$ cat src/rtl/diff_of_3bit_pair_stream.sv
// Two-stage valid/ready pipeline computing the signed difference a - b of two
// unsigned operands, plus a saturating running total of delivered differences.
module diff_of_3bit_pair_stream #(
  parameter int WIDTH     = 3,
  parameter int ACC_WIDTH = 12
) (
  input  logic                 clk,
  input  logic                 rst_n,
  input  logic                 in_valid,
  output logic                 in_ready,
  input  logic [WIDTH-1:0]     a,
  input  logic [WIDTH-1:0]     b,
  output logic                 out_valid,
  input  logic                 out_ready,
  output logic [WIDTH:0]       diff,
  output logic                 neg,
  input  logic                 acc_clear,
  output logic [ACC_WIDTH-1:0] acc,
  output logic                 acc_sat
);

  localparam logic signed [ACC_WIDTH:0] ACC_MAX = {2'b00, {(ACC_WIDTH-1){1'b1}}};
  localparam logic signed [ACC_WIDTH:0] ACC_MIN = {2'b11, {(ACC_WIDTH-1){1'b0}}};

  logic                 s1_valid_q, s1_valid_d;
  logic [WIDTH-1:0]     a_q, a_d, b_q, b_d;
  logic                 s2_valid_q, s2_valid_d;
  logic [WIDTH:0]       diff_q, diff_d;
  logic                 neg_q, neg_d;
  logic [ACC_WIDTH-1:0] acc_q, acc_d;
  logic                 acc_sat_q, acc_sat_d;

  logic                 s1_adv, s2_adv, out_xfer;
  logic                 sat_base;
  logic signed [ACC_WIDTH:0] acc_base, diff_ext, acc_sum;

  // Each stage may load whenever the stage after it is empty or draining.
  assign s2_adv   = !s2_valid_q || out_ready;
  assign s1_adv   = !s1_valid_q || s2_adv;
  assign in_ready = s1_adv && rst_n;
  assign out_xfer = s2_valid_q && out_ready;

  // NOTE: every always_comb output gets a default first so no latch is inferred.
  always_comb begin
    s1_valid_d = s1_valid_q;
    a_d        = a_q;
    b_d        = b_q;
    s2_valid_d = s2_valid_q;
    diff_d     = diff_q;
    neg_d      = neg_q;
    if (s1_adv) begin
      s1_valid_d = in_valid;
      if (in_valid) begin
        a_d = a;
        b_d = b;
      end
    end
    if (s2_adv) begin
      s2_valid_d = s1_valid_q;
      if (s1_valid_q) begin
        diff_d = {1'b0, a_q} - {1'b0, b_q};
        neg_d  = diff_d[WIDTH];
      end
    end
  end

  // Clear takes effect before the transferred difference is added.
  always_comb begin
    acc_base  = acc_clear ? '0 : {acc_q[ACC_WIDTH-1], acc_q};
    sat_base  = acc_clear ? 1'b0 : acc_sat_q;
    diff_ext  = {{(ACC_WIDTH-WIDTH){diff_q[WIDTH]}}, diff_q};
    acc_sum   = acc_base + diff_ext;
    acc_d     = acc_base[ACC_WIDTH-1:0];
    acc_sat_d = sat_base;
    if (out_xfer) begin
      if (acc_sum > ACC_MAX) begin
        acc_d     = ACC_MAX[ACC_WIDTH-1:0];
        acc_sat_d = 1'b1;
      end else if (acc_sum < ACC_MIN) begin
        acc_d     = ACC_MIN[ACC_WIDTH-1:0];
        acc_sat_d = 1'b1;
      end else begin
        acc_d = acc_sum[ACC_WIDTH-1:0];
      end
    end
  end

  // NOTE: state registers use non-blocking assignments so all flops update together.
  always_ff @(posedge clk) begin
    if (!rst_n) begin
      s1_valid_q <= 1'b0;
      a_q        <= '0;
      b_q        <= '0;
      s2_valid_q <= 1'b0;
      diff_q     <= '0;
      neg_q      <= 1'b0;
      acc_q      <= '0;
      acc_sat_q  <= 1'b0;
    end else begin
      s1_valid_q <= s1_valid_d;
      a_q        <= a_d;
      b_q        <= b_d;
      s2_valid_q <= s2_valid_d;
      diff_q     <= diff_d;
      neg_q      <= neg_d;
      acc_q      <= acc_d;
      acc_sat_q  <= acc_sat_d;
    end
  end

  assign out_valid = s2_valid_q;
  assign diff      = diff_q;
  assign neg       = neg_q;
  assign acc       = acc_q;
  assign acc_sat   = acc_sat_q;

endmodule

$ cat config.mk
export PLATFORM = sky130hd
export DESIGN_NAME = diff_of_3bit_pair_stream
export DESIGN_NICKNAME = d
export VERILOG_FILES = /design/src/rtl/diff_of_3bit_pair_stream.sv
export SDC_FILE = /design/constraint.sdc
export NUM_CORES = 1
export LEC_CHECK = 0
export BUFFER_PORTS_ARGS = -buffer_cell sky130_fd_sc_hd__buf_2
export CORE_MARGIN = 4
export CORE_UTILIZATION = 45
export CTS_CLUSTER_SIZE = 16
export DETAILED_ROUTE_END_ITERATION = 7
export GPL_ROUTABILITY_DRIVEN = 0
export GPL_TIMING_DRIVEN = 0
export MAX_ROUTING_LAYER = met4
export PLACE_DENSITY = 0.66
export SLEW_MARGIN = 20
export SYNTH_ARGS = -nofsm -noshare
export SYNTH_HDL_FRONTEND = slang
export SYNTH_SLANG_ARGS = --single-unit
$ cat constraint.sdc
create_clock -name clk -period 6.8 [get_ports clk]
set_input_delay 1.36 -clock clk [delete_from_list [all_inputs] [get_ports clk]]
set_output_delay 1.36 -clock clk [all_outputs]
set_load 0.02 [all_outputs]
==> out/qor.txt, run 1 <==
====================================================================================================
Post-CTS setup repair buffer count ....................................................            0
Min-Delay Path Depth ..................................................................            2
Critical-path cell list ............................................................... buf_2 -> clkbuf_1 -> nor2b_1 -> ha_1 -> inv_1 -> fa_1 -> and2b_1 -> o2111ai_2 -> a211oi_2 -> and4bb_1 -> o21ai_4 -> a31oi_1 -> nor2_1
CTS Buf Count .........................................................................            3
Antenna diode instance count ..........................................................            0
Number of port buffers ................................................................           29
Slowest cell on crit path ............................................................. sky130_fd_sc_hd__a211oi_2
Endpoint of the lowest-slack register-to-register path ................................       acc[8]
Final layout net count ................................................................          285
Synthesis-to-layout area growth .......................................................        14.1%
Yosys synthesis warning count .........................................................            0
Drt wl/cell ...........................................................................      13.3 um
First-pass detailed-route iteration total .............................................            4
Fraction of the yosys area taken by sequential cells ..................................        27.8%
Clock sink total ......................................................................           25
HP Start ..............................................................................       a_q[0]
Least-Margin Pin Slew .................................................................       575 ps
Core Region ...........................................................................    3770 um^2
Number of global-route vias before repair .............................................         1484
Min Tclk post-route ...................................................................      4130 ps
Worst reg2reg path depth ..............................................................           11
Fraction of power consumed by the clock network .......................................        29.3%
Detailed placement HPWL ...............................................................      3100 um
Number of core rows ...................................................................           22
PwrDens ...............................................................................  153 nW/um^2
Critical Path RT ......................................................................      7010 ps
Final Cycle Share .....................................................................        60.7%
Synth async-reset ratio ...............................................................           0%
Wire length of the first global-routing pass ..........................................      6910 um
Category of cells accounting for the largest share of critical-path delay ............. compound AO/OA/AOI/OAI gates
Signal arrival time at the worst endpoint .............................................      4340 ps
Avg Synthesized Cell Area .............................................................    8.07 um^2
Relative slew slack ...................................................................        61.6%
Clock-pin slew reported for the worst setup and hold paths after clock tree synthesis .       100 ps
Unrepaired setup endpoints after global routing .......................................        false
Total routed wirelength ...............................................................      4050 um
Mapped Area ...........................................................................    1800 um^2
Chip height ...........................................................................      71.3 um
Power dissipated by switching net loads ...............................................      94.0 uW
Hold Crit Class ....................................................................... flip-flop to flip-flop
Total routing usage reported by global routing ........................................        16.8%
Post-Route Skew .......................................................................      7.44 ps
Commonest register cell after synthesis ............................................... sky130_fd_sc_hd__dfxtp_1
Maximum operating frequency ...........................................................      242 MHz
Setup violation total in the final timing report ......................................            0
EDFF count, synth .....................................................................            0
Number of cells produced by synthesis .................................................          223
Reg-to-reg slack, setup ...............................................................      3900 ps
Initial antenna violation count .......................................................            0
#FFs+latches synth ....................................................................           25
Count of H-tree levels built during CTS ...............................................            1
Most common library cell in the layout ignoring fill and taps ......................... sky130_fd_sc_hd__buf_2
Number of buffers on the longest clock path ...........................................            2
Number of instances resized during post-cts repair ....................................            0
Final worst-path setup slack ..........................................................      2670 ps
Largest fanout on the critical path ...................................................           10
Starting Density ......................................................................        47.7%
Number of design rule violations left after detail routing ............................            0
I/O pin total .........................................................................           31
Horizontal die dimension ..............................................................      71.3 um
Post-DR vias/cell .....................................................................         5.29
Logic gate share of total power .......................................................        20.3%
Reported max-cap violation count ......................................................            0
Source-to-sink clock delay at the later pin of the worst-skew pair ....................       270 ps
Leakage ...............................................................................     0.952 nW
Hold Buf Count CTS ....................................................................            0
Max Transition Viols Final ............................................................            0
Hold worst-path end ...................................................................       a_q[0]
Worst path max stage delay ............................................................       400 ps
Number of hold violations in the final report .........................................            0
Vias after detailed routing ...........................................................         1609
Commonest cells after routing, fill and taps aside .................................... 29 x sky130_fd_sc_hd__buf_2, 25 x sky130_fd_sc_hd__dfxtp_1, 21 x sky130_fd_sc_hd__a21oi_1
Sequential fraction of design power ...................................................        50.3%
Clock root buffer master .............................................................. sky130_fd_sc_hd__clkbuf_8
Switching fraction of total power .....................................................        29.8%
Number of distinct library cells after synthesis ......................................           42
Result of the run .....................................................................    completed
Residual overflow from global routing .................................................            0
Pin count of the biggest net entering global routing ..................................           16
Internal power ........................................................................       221 uW
Type of the worst setup path .......................................................... primary input to flip-flop
DRT antenna net count .................................................................            0
Net count after synthesis .............................................................          251
Fin util ..............................................................................        54.5%
CTS tree ..............................................................................          yes
Critical path startpoint category ..................................................... primary input
Proportion of layout cells with a drive suffix above 1 ................................        16.0%
Die Outline Area ......................................................................    5080 um^2
Worst r2r src .........................................................................       acc[0]
First DRT Iteration DRCs ..............................................................          121
Buffering stage count on the worst path with inverters included .......................            3
Worst IR drop on VDD ..................................................................    0.0839 mV
Worst slack after detailed placement ..................................................      2380 ps
Critical Path End Type ................................................................    flip-flop
Setup Total Neg Slack .................................................................         0 ps
====================================================================================================
[layer usage]
| layer | global-route usage (%) | vias up | part of all wire [%] |
|---|---|---|---|
| met4 | 4.38 | 0 | 0.89 |
| li1 | - | 855 | - |
| met2 | 25.3 | 15 | 44 |
| met3 | 0.842 | 2 | 1.8 |
| met1 | 24.6 | 737 | 54 |
| met5 | - | - | 0 |
[how the worst max path moves through the flow]
| stage | start | endpoint | cells after the start |
|---|---|---|---|
| 5_1_grt | acc_clear | acc[8] | 13 |
| 2_1_floorplan | acc_clear | acc[8] | 12 |
| 3_3_place_gp | acc_clear | acc[8] | 13 |
| 4_1_cts | acc_clear | acc[8] | 13 |
| 3_5_place_dp | acc_clear | acc[8] | 13 |
| 6_report | acc_clear | acc[8] | 13 |
[stage by stage]
step / hold slack, ps / power, mW / cells / area, um^2
after global routing: 502 / 0.331 / 304 / 2050
final: 471 / 0.315 / 304 / 2050
after floorplan: 443 / 0.208 / 223 / 1800
after CTS: 471 / 0.318 / 304 / 2050
after global placement: 454 / 0.225 / 300 / 2010
after detailed placement: 457 / 0.226 / 300 / 2010
[worst register-to-register path, cell delays in order (launching register included)]
cell	delay, ps
sky130_fd_sc_hd__dfxtp_1	340
sky130_fd_sc_hd__nor2b_1	170
sky130_fd_sc_hd__ha_1	220
sky130_fd_sc_hd__inv_1	70
sky130_fd_sc_hd__fa_1	390
sky130_fd_sc_hd__and2b_1	250
sky130_fd_sc_hd__o2111ai_2	160
sky130_fd_sc_hd__a211oi_2	400
sky130_fd_sc_hd__and4bb_1	290
sky130_fd_sc_hd__o21ai_4	300
sky130_fd_sc_hd__a31oi_1	140
sky130_fd_sc_hd__nor2_1	120
[kinds of logic after synthesis]
logic type | Yosys count | synth area share, %
AOI/OAI and AO/OA | 74 | 28.1
and+or+nand+nor | 70 | 19.7
DFF | 25 | 27.8
buffers and inverters | 24 | 5.28
adders and majority gates | 17 | 12.6
xor gates and xnor gates | 10 | 4.86
muxes | 3 | 1.67
[synthesized netlist by cell type (all sizes together), types with 2 or more instances]
master,count,share of area [%]
and2,3,1.0
nor3,2,0.56
clkbuf,9,1.9
a21boi,6,2.5
o211a,2,1.1
xnor2,8,3.9
mux2i,3,1.7
nand3,10,2.8
fa,2,2.2
ha,15,10
inv,13,2.7
nor3b,2,0.83
a21o,5,2.1
nand2,17,3.5
a211o,2,0.97
o21a,4,1.7
o21ai,20,6.2
nor2,15,3.1
a211oi,2,1.1
dfxtp,25,28
a21oi,21,5.8
xor2,2,0.97
a31oi,4,1.4
nor2b,16,5.6
buf,2,0.63
[layout make-up]
cell class	count	area (um^2)
Buffer	11	46.3
Clock buffer	3	41.3
Clock inverter	1	7.51
Fill cell	377	1720
Inverter	13	48.8
Multi-Input combinational cell	174	1200
Sequential cell	25	500
Tap cell	48	60.1
Timing Repair Buffer	29	145
[sequential cells by signal (all words and copies together) (netlist names)]
register,flops
b_q,3
s1_valid_q,1
acc,12
a_q,3
acc_sat,1
out_valid,1
diff,4
[power by group through the flow]
stage / clock (mW) / combinational, mW / sequential, mW
floorplan: 0 / 0.0415 / 0.166
detailed placement: 0 / 0.0643 / 0.162
CTS: 0.0950 / 0.0645 / 0.159
finish: 0.0923 / 0.0640 / 0.159
global route: 0.0993 / 0.0723 / 0.160
global placement: 0 / 0.0631 / 0.162
(Power assumes the default switching activity.)
==> inputs of run 2 (changes only) <==
--- a/config.mk
+++ b/config.mk
@@ -13,7 +13,7 @@
 export GPL_ROUTABILITY_DRIVEN = 0
 export GPL_TIMING_DRIVEN = 0
 export MAX_ROUTING_LAYER = met4
-export PLACE_DENSITY = 0.66
+export PLACE_DENSITY = 0.69
 export SLEW_MARGIN = 20
 export SYNTH_ARGS = -nofsm -noshare
 export SYNTH_HDL_FRONTEND = slang
==> constraint.sdc (replaced) <==
create_clock -name clk -period 3.65 [get_ports clk]
set_input_delay 0.73 -clock clk [delete_from_list [all_inputs] [get_ports clk]]
set_output_delay 0.73 -clock clk [all_outputs]
set_load 0.02 [all_outputs]
==> out/qor.txt, run 2 (synthesized netlist as in run 1, its figures left out) <==
====================================================================================================
Logic gate share of total power .......................................................        19.9%
Final Cycle Share .....................................................................        94.4%
Unrepaired setup endpoints after global routing .......................................        false
Critical path startpoint category ..................................................... primary input
Total routed wirelength ...............................................................      4050 um
Critical Path End Type ................................................................    flip-flop
Drt wl/cell ...........................................................................      13.3 um
Leakage ...............................................................................     0.952 nW
Final worst-path setup slack ..........................................................       203 ps
I/O pin total .........................................................................           31
Clock-pin slew reported for the worst setup and hold paths after clock tree synthesis .       100 ps
Largest fanout on the critical path ...................................................           10
Count of H-tree levels built during CTS ...............................................            1
Hold Crit Class ....................................................................... flip-flop to flip-flop
Final layout net count ................................................................          285
PwrDens ...............................................................................  288 nW/um^2
Fin util ..............................................................................        54.7%
Pin count of the biggest net entering global routing ..................................           16
Post-DR vias/cell .....................................................................         5.42
Wire length of the first global-routing pass ..........................................      6930 um
Chip height ...........................................................................      71.3 um
Clock root buffer master .............................................................. sky130_fd_sc_hd__clkbuf_8
Switching fraction of total power .....................................................        30.6%
Number of design rule violations left after detail routing ............................            0
Antenna diode instance count ..........................................................            0
Worst slack after detailed placement ..................................................     -90.4 ps
Fraction of power consumed by the clock network .......................................        30.3%
Power dissipated by switching net loads ...............................................       181 uW
Number of hold violations in the final report .........................................            0
Source-to-sink clock delay at the later pin of the worst-skew pair ....................       280 ps
Number of global-route vias before repair .............................................         1504
Detailed placement HPWL ...............................................................      2970 um
Least-Margin Pin Slew .................................................................       534 ps
Maximum operating frequency ...........................................................      290 MHz
Critical Path RT ......................................................................      3870 ps
Vias after detailed routing ...........................................................         1647
Proportion of layout cells with a drive suffix above 1 ................................        16.0%
Signal arrival time at the worst endpoint .............................................      3660 ps
Max Transition Viols Final ............................................................            0
Relative slew slack ...................................................................        64.3%
Clock sink total ......................................................................           25
Core Region ...........................................................................    3770 um^2
First-pass detailed-route iteration total .............................................            4
Sequential fraction of design power ...................................................        49.8%
First DRT Iteration DRCs ..............................................................           64
CTS Buf Count .........................................................................            3
Most common library cell in the layout ignoring fill and taps ......................... sky130_fd_sc_hd__buf_2
Die Outline Area ......................................................................    5080 um^2
Number of core rows ...................................................................           22
Worst IR drop on VDD ..................................................................     0.197 mV
Residual overflow from global routing .................................................            0
Number of buffers on the longest clock path ...........................................            2
Min Tclk post-route ...................................................................      3450 ps
Setup violation total in the final timing report ......................................            0
Starting Density ......................................................................        47.7%
Result of the run .....................................................................    completed
Internal power ........................................................................       412 uW
Synthesis-to-layout area growth .......................................................        14.5%
Commonest cells after routing, fill and taps aside .................................... 29 x sky130_fd_sc_hd__buf_2, 25 x sky130_fd_sc_hd__dfxtp_1, 21 x sky130_fd_sc_hd__a21oi_1
Number of flip-flops in the largest register ..........................................           12
Type of the worst setup path .......................................................... primary input to flip-flop
Total routing usage reported by global routing ........................................        16.9%
Reported max-cap violation count ......................................................            0
Post-Route Skew .......................................................................      2.52 ps
Initial antenna violation count .......................................................            0
DRT antenna net count .................................................................            0
Horizontal die dimension ..............................................................      71.3 um
CTS tree ..............................................................................          yes
Number of port buffers ................................................................           29
====================================================================================================
[run 2: cell types whose count changed in the layout (fill, tap and decap cells not counted)]
cell / before / now
sky130_fd_sc_hd__a211oi_2: 1 / 0
sky130_fd_sc_hd__a211oi_4: 0 / 1
[run 2: timing repair]
item                                    4_1_cts  5_1_grt
endpoints found under the setup margin        0        1
buffers inserted                              0        0
hold buffers                                  0        0
resized for setup                             0        1
endpoints found under the hold margin         0        0
[run 2: worst paths after layout]
path / start / to / slack (ps) / cells after the start
min reg2reg: b_q[0] / b_q[0] / 470 / 2
max: acc_clear / acc[1] / 200 / 13
min: b_q[0] / b_q[0] / 470 / 2
max reg2reg: acc[0] / acc[1] / 760 / 11
[run 2: worst max-delay path, cell delays in order]
cell and delay (ps):
sky130_fd_sc_hd__buf_2 130, sky130_fd_sc_hd__clkbuf_1 260, sky130_fd_sc_hd__nor2b_1 230, sky130_fd_sc_hd__ha_1 210, sky130_fd_sc_hd__inv_1 60, sky130_fd_sc_hd__fa_1 390
sky130_fd_sc_hd__and2b_1 240, sky130_fd_sc_hd__o2111ai_2 180, sky130_fd_sc_hd__a211oi_4 370, sky130_fd_sc_hd__and4bb_1 280, sky130_fd_sc_hd__o21ai_4 310, sky130_fd_sc_hd__a21oi_1 120
sky130_fd_sc_hd__nor2_1 140
[run 2: power groups by stage]
| stage | combinational, mW | sequential, mW | clock [mW] |
|---|---|---|---|
| floorplan | 0.0774 | 0.309 | 0 |
| CTS | 0.118 | 0.295 | 0.183 |
| global route | 0.133 | 0.298 | 0.196 |
| global placement | 0.117 | 0.302 | 0 |
| detailed placement | 0.118 | 0.302 | 0 |
| finish | 0.118 | 0.295 | 0.180 |
[run 2: layer usage]
| layer | GRT usage, % | vias to the layer above | wire length (um) |
|---|---|---|---|
| li1 | - | 851 | - |
| met1 | 24.2 | 763 | 2110 |
| met2 | 24.2 | 25 | 1730 |
| met3 | 1.68 | 8 | 111 |
| met4 | 6.47 | 0 | 91 |
| met5 | - | - | 0 |
[run 2: cell type report]
| class | count | area [um^2] |
|---|---|---|
| clock inverters | 1 | 7.51 |
| clock buffers | 3 | 41.3 |
| repair buffers | 29 | 145 |
| well taps | 48 | 60.1 |
| flip-flops and latches | 25 | 500 |
| fillers | 383 | 1710 |
| plain buffers | 11 | 46.3 |
| multi-input cells | 174 | 1210 |
| inverters | 13 | 48.8 |
[run 2: stage by stage]
step                cells  cell area, um^2  setup TNS, ps  total power [mW]  hold slack (ps)
finish                304             2060              0             0.593              475
global route          304             2060              0             0.627              494
CTS                   304             2050              0             0.597              478
detailed placement    300             2010           -583             0.420              464
global placement      300             2010           -672             0.418              455
floorplan             223             1800              0             0.387              443
